[config.mk]
export PLATFORM = sky130hd
export DESIGN_NAME = product_accumulator
export DESIGN_NICKNAME = d
export VERILOG_FILES = /design/src/rtl/product_accumulator.sv
export SDC_FILE = /design/constraint.sdc
export NUM_CORES = 1
export LEC_CHECK = 0
export CAP_MARGIN = 20
export CORE_MARGIN = 8
export CORE_UTILIZATION = 35
export CTS_CLUSTER_SIZE = 10
export DETAILED_ROUTE_END_ITERATION = 8
export PLACE_DENSITY = 0.57
export SLEW_MARGIN = 20
export SYNTH_ARGS = -nofsm -noshare
export SYNTH_HDL_FRONTEND = slang
export SYNTH_SLANG_ARGS = --single-unit
export TNS_END_PERCENT = 100
[constraint.sdc]
create_clock -name clk -period 4.1 [get_ports clk]
set_input_delay 0.82 -clock clk [delete_from_list [all_inputs] [get_ports clk]]
set_output_delay 0.82 -clock clk [all_outputs]
set_load 0.1 [all_outputs]
[src/rtl/product_accumulator.sv]
// ============================================================================
// Module   : product_accumulator
// Brief    : Sums blocks of LEN signed products into a saturating accumulator
//            and presents the block total on a valid/ready handshake.
// Revision : 1.0 - initial release
// ============================================================================
`default_nettype none

module product_accumulator #(
  parameter int PW = 32,
  parameter int AW = 40,
  parameter int LW = 8
) (
  input  logic          clk,
  input  logic          rst_n,
  input  logic          start,
  input  logic [LW-1:0] len,
  input  logic          in_valid,
  output logic          in_ready,
  input  logic [PW-1:0] in_prod,
  output logic          out_valid,
  input  logic          out_ready,
  output logic [AW-1:0] out_acc,
  output logic          out_sat,
  output logic          busy
);

  typedef enum logic [1:0] {
    S_IDLE  = 2'd0,
    S_ACCUM = 2'd1,
    S_HOLD  = 2'd2
  } state_t;

  localparam logic [LW-1:0] c_cnt_one = {{(LW-1){1'b0}}, 1'b1};
  localparam logic [AW-1:0] c_acc_max = {1'b0, {(AW-1){1'b1}}};
  localparam logic [AW-1:0] c_acc_min = {1'b1, {(AW-1){1'b0}}};

  state_t        r_state, w_state_nxt;
  logic [AW-1:0] r_acc, w_acc_nxt;
  logic [LW-1:0] r_cnt, w_cnt_nxt;
  logic [LW-1:0] r_len, w_len_nxt;
  logic          r_sat, w_sat_nxt;
  logic          r_in_ready, w_in_ready_nxt;
  logic          r_out_valid, w_out_valid_nxt;

  logic [AW:0]   w_sum;
  logic          w_clamp;
  logic [AW-1:0] w_sat_sum;
  logic          w_accept;

  // Exact sum one bit wider than the accumulator; top two bits disagreeing means overflow.
  assign w_sum     = {r_acc[AW-1], r_acc} + {{(AW+1-PW){in_prod[PW-1]}}, in_prod};
  assign w_clamp   = w_sum[AW] ^ w_sum[AW-1];
  assign w_sat_sum = w_clamp ? (w_sum[AW] ? c_acc_min : c_acc_max) : w_sum[AW-1:0];
  assign w_accept  = in_valid & r_in_ready;

  always_ff @(posedge clk) begin
    if (!rst_n) begin
      r_state     <= S_IDLE;
      r_acc       <= '0;
      r_cnt       <= '0;
      r_len       <= '0;
      r_sat       <= 1'b0;
      r_in_ready  <= 1'b0;
      r_out_valid <= 1'b0;
    end else begin
      r_state     <= w_state_nxt;
      r_acc       <= w_acc_nxt;
      r_cnt       <= w_cnt_nxt;
      r_len       <= w_len_nxt;
      r_sat       <= w_sat_nxt;
      r_in_ready  <= w_in_ready_nxt;
      r_out_valid <= w_out_valid_nxt;
    end
  end

  always_comb begin
    w_state_nxt     = r_state;
    w_acc_nxt       = r_acc;
    w_cnt_nxt       = r_cnt;
    w_len_nxt       = r_len;
    w_sat_nxt       = r_sat;
    w_in_ready_nxt  = r_in_ready;
    w_out_valid_nxt = r_out_valid;
    case (r_state)
      S_IDLE: begin
        if (start) begin
          w_acc_nxt = '0;
          w_sat_nxt = 1'b0;
          w_cnt_nxt = '0;
          if (len != '0) begin
            w_len_nxt      = len;
            w_state_nxt    = S_ACCUM;
            w_in_ready_nxt = 1'b1;
          end else begin
            w_state_nxt     = S_HOLD;
            w_out_valid_nxt = 1'b1;
          end
        end
      end
      S_ACCUM: begin
        if (w_accept) begin
          w_acc_nxt = w_sat_sum;
          w_sat_nxt = r_sat | w_clamp;
          w_cnt_nxt = r_cnt + c_cnt_one;
          if ((r_cnt + c_cnt_one) == r_len) begin
            w_state_nxt     = S_HOLD;
            w_in_ready_nxt  = 1'b0;
            w_out_valid_nxt = 1'b1;
          end
        end
      end
      S_HOLD: begin
        // A start arriving with out_ready is dropped; IDLE needs a fresh start.
        if (out_ready) begin
          w_state_nxt     = S_IDLE;
          w_out_valid_nxt = 1'b0;
        end
      end
      default: begin
        w_state_nxt     = S_IDLE;
        w_in_ready_nxt  = 1'b0;
        w_out_valid_nxt = 1'b0;
      end
    endcase
  end

  assign in_ready  = r_in_ready;
  assign out_valid = r_out_valid;
  assign out_acc   = r_acc;
  assign out_sat   = r_sat;
  assign busy      = (r_state != S_IDLE);

endmodule

`default_nettype wire

**After elaboration in Yosys (flattened, before gate mapping)**

Cells that the tools add are included.

- Word-level logic and storage cells: 59
- Register bits after elaboration: 61
- Output and inout bits: 44
- Input bits: 45

- Reduce and logical (&&, ||, !) cells: 9
- Add/sub/neg operators: 2
- Bitwise logic cells: 4
- Muxes and demuxes: 28
- Equality and inequality tests: 9

Operators by type and width:

| kind | number |
|---|---|
| $mux 40 | 4 |
| $pmux 40 s2 | 1 |
| $add 40x32->41 | 1 |
| $mux 8 | 2 |
| $pmux 8 s2 | 1 |
| $ne 2x2->1 const B | 6 |
| $mux 1 | 11 |
| $mux 2 | 5 |
| $reduce_and 5->1 | 2 |
| $add 8x1->8 const B | 1 |
| $eq 8x8->1 | 1 |
| $reduce_bool 8->1 | 1 |
| $pmux 1 s3 | 2 |
| $pmux 2 s3 | 1 |
| $reduce_and 3->1 | 2 |
| $reduce_and 4->1 | 1 |
| $reduce_bool 2->1 | 2 |
| $eq 2x1->1 const B | 1 |
| $eq 2x2->1 const B | 1 |
| $logic_not 2->1 | 1 |
| $pmux 1 s2 | 1 |
| $and 1x1->1 | 1 |
| $not 1->1 | 1 |
| $or 1x1->1 | 1 |
| $xor 1x1->1 | 1 |

**Depth between registers and ports, before layout**

Gate-level depths: netlist of the first run.

- Word-level depth: 5
- Depth in mapped cells: 12
- Depth with buffers taken out: 11

**Worst setup path before layout of the first run**

Ideal clock, no wire load.

- Path kind: flip-flop to flip-flop
- From: register r_acc[30], in the netlist out_acc[30]
- To: register r_acc[26], in the netlist out_acc[26]
- Setup slack: 0.643 ns
- Clock period less this slack: 3.457 ns
- Data required time: 4.029 ns
- Library setup time: 0.071 ns
- Arrival: 3.386 ns
- Stages on the path, launching flop included: 12
- Path buffers: 1
- Path through: dfxtp_1 > ha_1 > a21o_1 > or3_1 > a211oi_1 > nor2_1 > a221o_1 > or2_4 > a21oi_2 > buf_4 > o21ai_1 > a21oi_1

- Cells in the longest elaborated chain, start to end: 5
- Elaborated cells on any way between the ends: 6
- Those cells by class: add/sub (1); mux (4); bitwise (1)

Ends and longest elaborated chain:

| item | line | RTL |
|---|---|---|
| from (decl) | 39 | `logic [AW-1:0] r_acc, w_acc_nxt;` |
| from (signal assigned) | 68 | `r_acc <= w_acc_nxt;` |
| $add 40x32->41 (*) | 52 | `assign w_sum = {r_acc[AW-1], r_acc} + {{(AW+1-PW){in_prod[PW-1]}}, in_prod};` |
| $mux 40 / $xor 1x1->1 (equally long branches) | 54, 53 |  |
| $mux 40 (*) | 54 | `assign w_sat_sum = w_clamp ? (w_sum[AW] ? c_acc_min : c_acc_max) : w_sum[AW-1:0];` |
| $mux 40 (*) | 102 | `if (w_accept) begin` |
| $pmux 40 s2 (*) | 85 | `case (r_state)` |

Mark *: on every way between the ends. The rest lies on a longest branch, timed or not. The select of a mux whose other input is x is not followed.
A chain may end at the register's enable or synchronous reset.

**Final worst setup path of the first run**

- From: input port in_prod[4]
- To: register r_acc[33], in the netlist out_acc[33]

- Cells in the longest elaborated chain, start to end: 5
- Elaborated cells on any way between the ends: 6
- Those cells by class: add/sub (1); mux (4); bitwise (1)

Ends and longest elaborated chain:

| item | line | RTL |
|---|---|---|
| from (decl) | 20 | `input logic [PW-1:0] in_prod,` |
| $add 40x32->41 (*) | 52 |  |
| $mux 40 / $xor 1x1->1 (equally long branches) | 54, 53 |  |
| $mux 40 (*) | 54 |  |
| $mux 40 (*) | 102 |  |
| $pmux 40 s2 (*) | 85 |  |

Marks and branches as above.

==> summary by stage, run 1 <==
Finish
The final layout contains 834 nets. The repair_antennas step left the layout with diodes totalling 0. The ratio of cells with drive above 1 in the final layout is 5.59%. The total area of multi-input combinational cells is 3500 um2. The sequential cells in the finished layout cover a total of 1220 um2. The synthesis-to-layout area growth is 27.5%.

The count of fill cells added during filler insertion is 1402.

Synth
In the post-synthesis netlist, the cell with the most instances is a21oi_1. In this run the biggest area consumer among cell types represents 24.8% of the synthesized area. For this run, the number of Yosys warnings is 0. In the synthesized netlist the async set-or-reset flop fraction comes to 0%. The sequential fraction of the synthesis area is 24.8%. In this run, synthesis inferred 0 flip-flops with an integrated enable. The synthesized area per cell is 7.34 um2. The commonest cells after synthesis are a21oi_1, nand2_1, dfxtp_1.

The cell area that synthesis handed to floorplanning was 4920 um2. The distinct cell type count of the synthesized netlist is 63. The most instantiated flip-flop cell in the synthesis netlist is dfxtp_1. The top cell type by total area after synthesis is dfxtp_1. The post-synthesis instance total is 671. The register bit count reported by yosys is 61.

The total nets after synthesis is 758. In the post-synthesis netlist, the biggest area contributors are dfxtp_1, ha_1, a21oi_1.

Worst setup path
The end point of the critical path is out_acc[33]. The critical setup path kind is input port to flop. The worst setup path is captured at a flop. The cell count of the worst reg-to-reg path is 11. The worst endpoint required time is 4.34 ns. In this run the register-to-register setup slack is 1.00 ns. The critical path's slowest cell is clkdlybuf4s50_1. The critical path launch point type is an input port.

The launching instance or port of the critical path is in_prod[4]. Data arrives at the worst endpoint at 3.92 ns. In this run the critical register-to-register path is launched from out_acc[2].

The critical register-to-register path endpoint is out_acc[33]. Walking the worst path, the cells encountered are clkdlybuf4s50_1 > ha_1 > o211ai_1 > o21a_1 > a211o_1 > a2111oi_4 > o2111a_1 > or2_4 > xor2_4 > buf_12 > inv_2 > a311oi_1. The critical-path maximum fanout is 20. On the worst path, the slowest cell contributes a delay of 0.41 ns.

Drt
The total vias in the final route is 5135. The remaining antenna violation count after routing is 0. After detailed routing, the number of remaining DRC violations is 0. The average wire length per cell after detail routing is 16.1 um. The first-pass iteration count of the detailed router is 5. The DRC violation total after the first TritonRoute iteration is 429. The detailed-route wire length is 15000 um.

The via count normalized by instance count is 5.51.

Clocking
Buffers inserted to repair hold after CTS numbered 0. The number of CTS-inserted buffers is 9. The tree is rooted in a clkbuf_16. The number of levels in the clock H-tree is 3. The number of gates given a new drive strength after cts is 0. The maximum count of clock buffers along a single path is 2. The source-to-sink clock delay at the later pin of the worst-skew pair is 0.34 ns.

TritonCTS built the clock tree. The clock net sink count is 61. Clock-pin slew was measured on the worst setup and hold paths at 0.06 ns. The post-CTS setup repair buffer count is 0.

Floorplanning
The floorplan step set the die width to 135 um. The floorplan row count is 43. The overall die height is 135 um. The area enclosed by the die boundary is 18100 um2.

The count of pins on the block boundary is 89. The initial utilization of the core area, before any placement, comes to 35.6%. The floorplan step defined a core boundary enclosing 13800 um2.

Power and ir drop
The power density over the cells is 297 nW/um2. The analysis attributes to cell leakage a power of 2.52 nW. The worst vdd rail ir drop is 0.202 mV.

STA
The worst pin sits at a relative slew slack of 34.1%. The highest clock rate is 272 MHz. Setup repair after global routing left no endpoint under its margin. Setup violations remaining at the end of the flow were counted as 0.

In the post-route analysis, the smallest setup slack over all paths is 0.418 ns. In the final timing run, aggregate negative setup slack is 0 ns. The transition time of the tightest slew-check pin is 0.985 ns. The number of max-slew violations in the final report is 0. The number of hold-slack violations in the final timing report came to 0. The clock skew is 0.00902 ns. The minimum clock period is 3.68 ns.

The final clock period utilization by the worst path is 89.8%.

Place
The weighted congestion reported at the end of routability-driven placement is 0.878. The number of port buffers is 88. The sum of net half-perimeters after detailed placement is 11300 um. The pre-CTS setup slack is 0.0645 ns.

Global routing
The first-pass GRT wire length is 25000 um. For met1 alone, demand over resource in global routing was 21.6%. The total routing usage reported by global routing is 16.7%. The number of global-route vias before repair is 4993. The met3 routing resource usage after global routing is 3.08%. The met2 layer usage reported by global route is 27.0%.

The number of antenna violations at the first check in global routing was 0. The largest net degree at the start of global routing is 47. The most utilized layer in the global route result is met2. The global-route congestion overflow total is 0.

Outcome
The flow ran to the end, and the final reports show no timing, DRC or antenna violations.

Flow run
The number of max-capacitance violations reported is 0.

Worst hold path
The hold-critical path depth is 2. In this run the worst hold path is classified as flop to flop.
==> worst max-delay path: cells and delay by family <==
family | cells | cell delay, ns
AOI/OAI and AO/OA | 6 | 1.71
buffers and inverters | 3 | 0.67
adders and majority gates | 1 | 0.37
and+or+nand+nor | 1 | 0.18
xor gates and xnor gates | 1 | 0.17
==> sequential cells by signal, summed over array words and instances, names as in the netlist <==
signal	count
in_ready	1
out_valid	1
out_sat	1
r_state	2
out_acc	40
r_len	8
r_cnt	8
==> logic make-up after synthesis <==
kind of cell / Yosys count / synth area share (%)
buffers and inverters: 48 / 4.27
adder cells (fa/ha/maj): 42 / 10.8
flip-flops: 61 / 24.8
AO/OA/AOI/OAI: 247 / 30.5
AND/OR/NAND/NOR: 225 / 20.7
XOR/XNOR: 48 / 8.92
==> where the power goes <==
part           internal (mW)  leakage (nW)  switching, mW  total (mW)
combinational          0.157          1.88          0.291       0.449
sequential             0.613         0.494         0.0188       0.632
clock                  0.486         0.149          0.300       0.786
total                   1.26          2.52          0.610        1.87
==> how the worst min path moves through the flow <==
stage | from | end
4_1_cts | r_len[3] | r_len[3]
5_1_grt | out_acc[24] | out_acc[24]
3_5_place_dp | r_len[3] | r_len[3]
6_report | out_acc[11] | out_acc[11]
2_1_floorplan | r_len[1] | r_len[1]
3_3_place_gp | out_acc[10] | out_acc[10]
==> metal layers <==
layer | wire [um] | up-vias
li1 | - | 2582
met1 | 7220 | 2388
met2 | 6720 | 142
met3 | 841 | 23
met4 | 224 | 0
met5 | 0 | -
==> metrics by stage <==
step / cells / instance area [um2] / power [mW] / util [%] / hold WS, ns
finish: 932 / 6280 / 1.87 / 45.4 / 0.465
global route: 932 / 6280 / 1.96 / 45.4 / 0.489
CTS: 932 / 6280 / 1.88 / 45.4 / 0.469
detailed placement: 916 / 5980 / 1.09 / 43.2 / 0.462
global placement: 916 / 5980 / 1.09 / 43.2 / 0.459
floorplan: 671 / 4920 / 0.951 / - / 0.448
==> cell type report <==
| type | count | area share (%) |
|---|---|---|
| Multi-Input combinational cell | 562 | 55.8 |
| Sequential cell | 61 | 19.4 |
| Timing Repair Buffer | 99 | 15.5 |
| Clock buffer | 10 | 3.81 |
| Tap cell | 180 | 3.59 |
| Clock inverter | 6 | 0.976 |
| Inverter | 14 | 0.837 |
==> cells in the final DEF, fill, tap and decap left out, drive strengths merged, types with 4 or more instances in the layout <==
cell type / synthesis / final
a211oi: 6 / 6
a21boi: 4 / 4
a21o: 16 / 16
a21oi: 96 / 96
a311oi: 6 / 6
a31oi: 8 / 8
and3: 7 / 7
buf: 10 / 11
clkbuf: 24 / 10
clkdlybuf4s50: 0 / 88
dfxtp: 61 / 61
ha: 41 / 41
inv: 14 / 15
nand2: 89 / 89
nand2b: 5 / 5
nand3: 22 / 22
nand4: 7 / 7
nor2: 58 / 58
nor3: 14 / 14
o211ai: 4 / 4
o21a: 7 / 7
o21ai: 68 / 68
o21bai: 4 / 4
or3: 5 / 5
xnor2: 28 / 28
xor2: 20 / 20
(Power assumes the default switching activity.)
==> run 2: changes to the inputs <==
SKIP_LAST_GASP = 1   (was unset)
==> results of run 2 <==
Same layout as run 1: the final DEF is identical, and so are final timing and power.
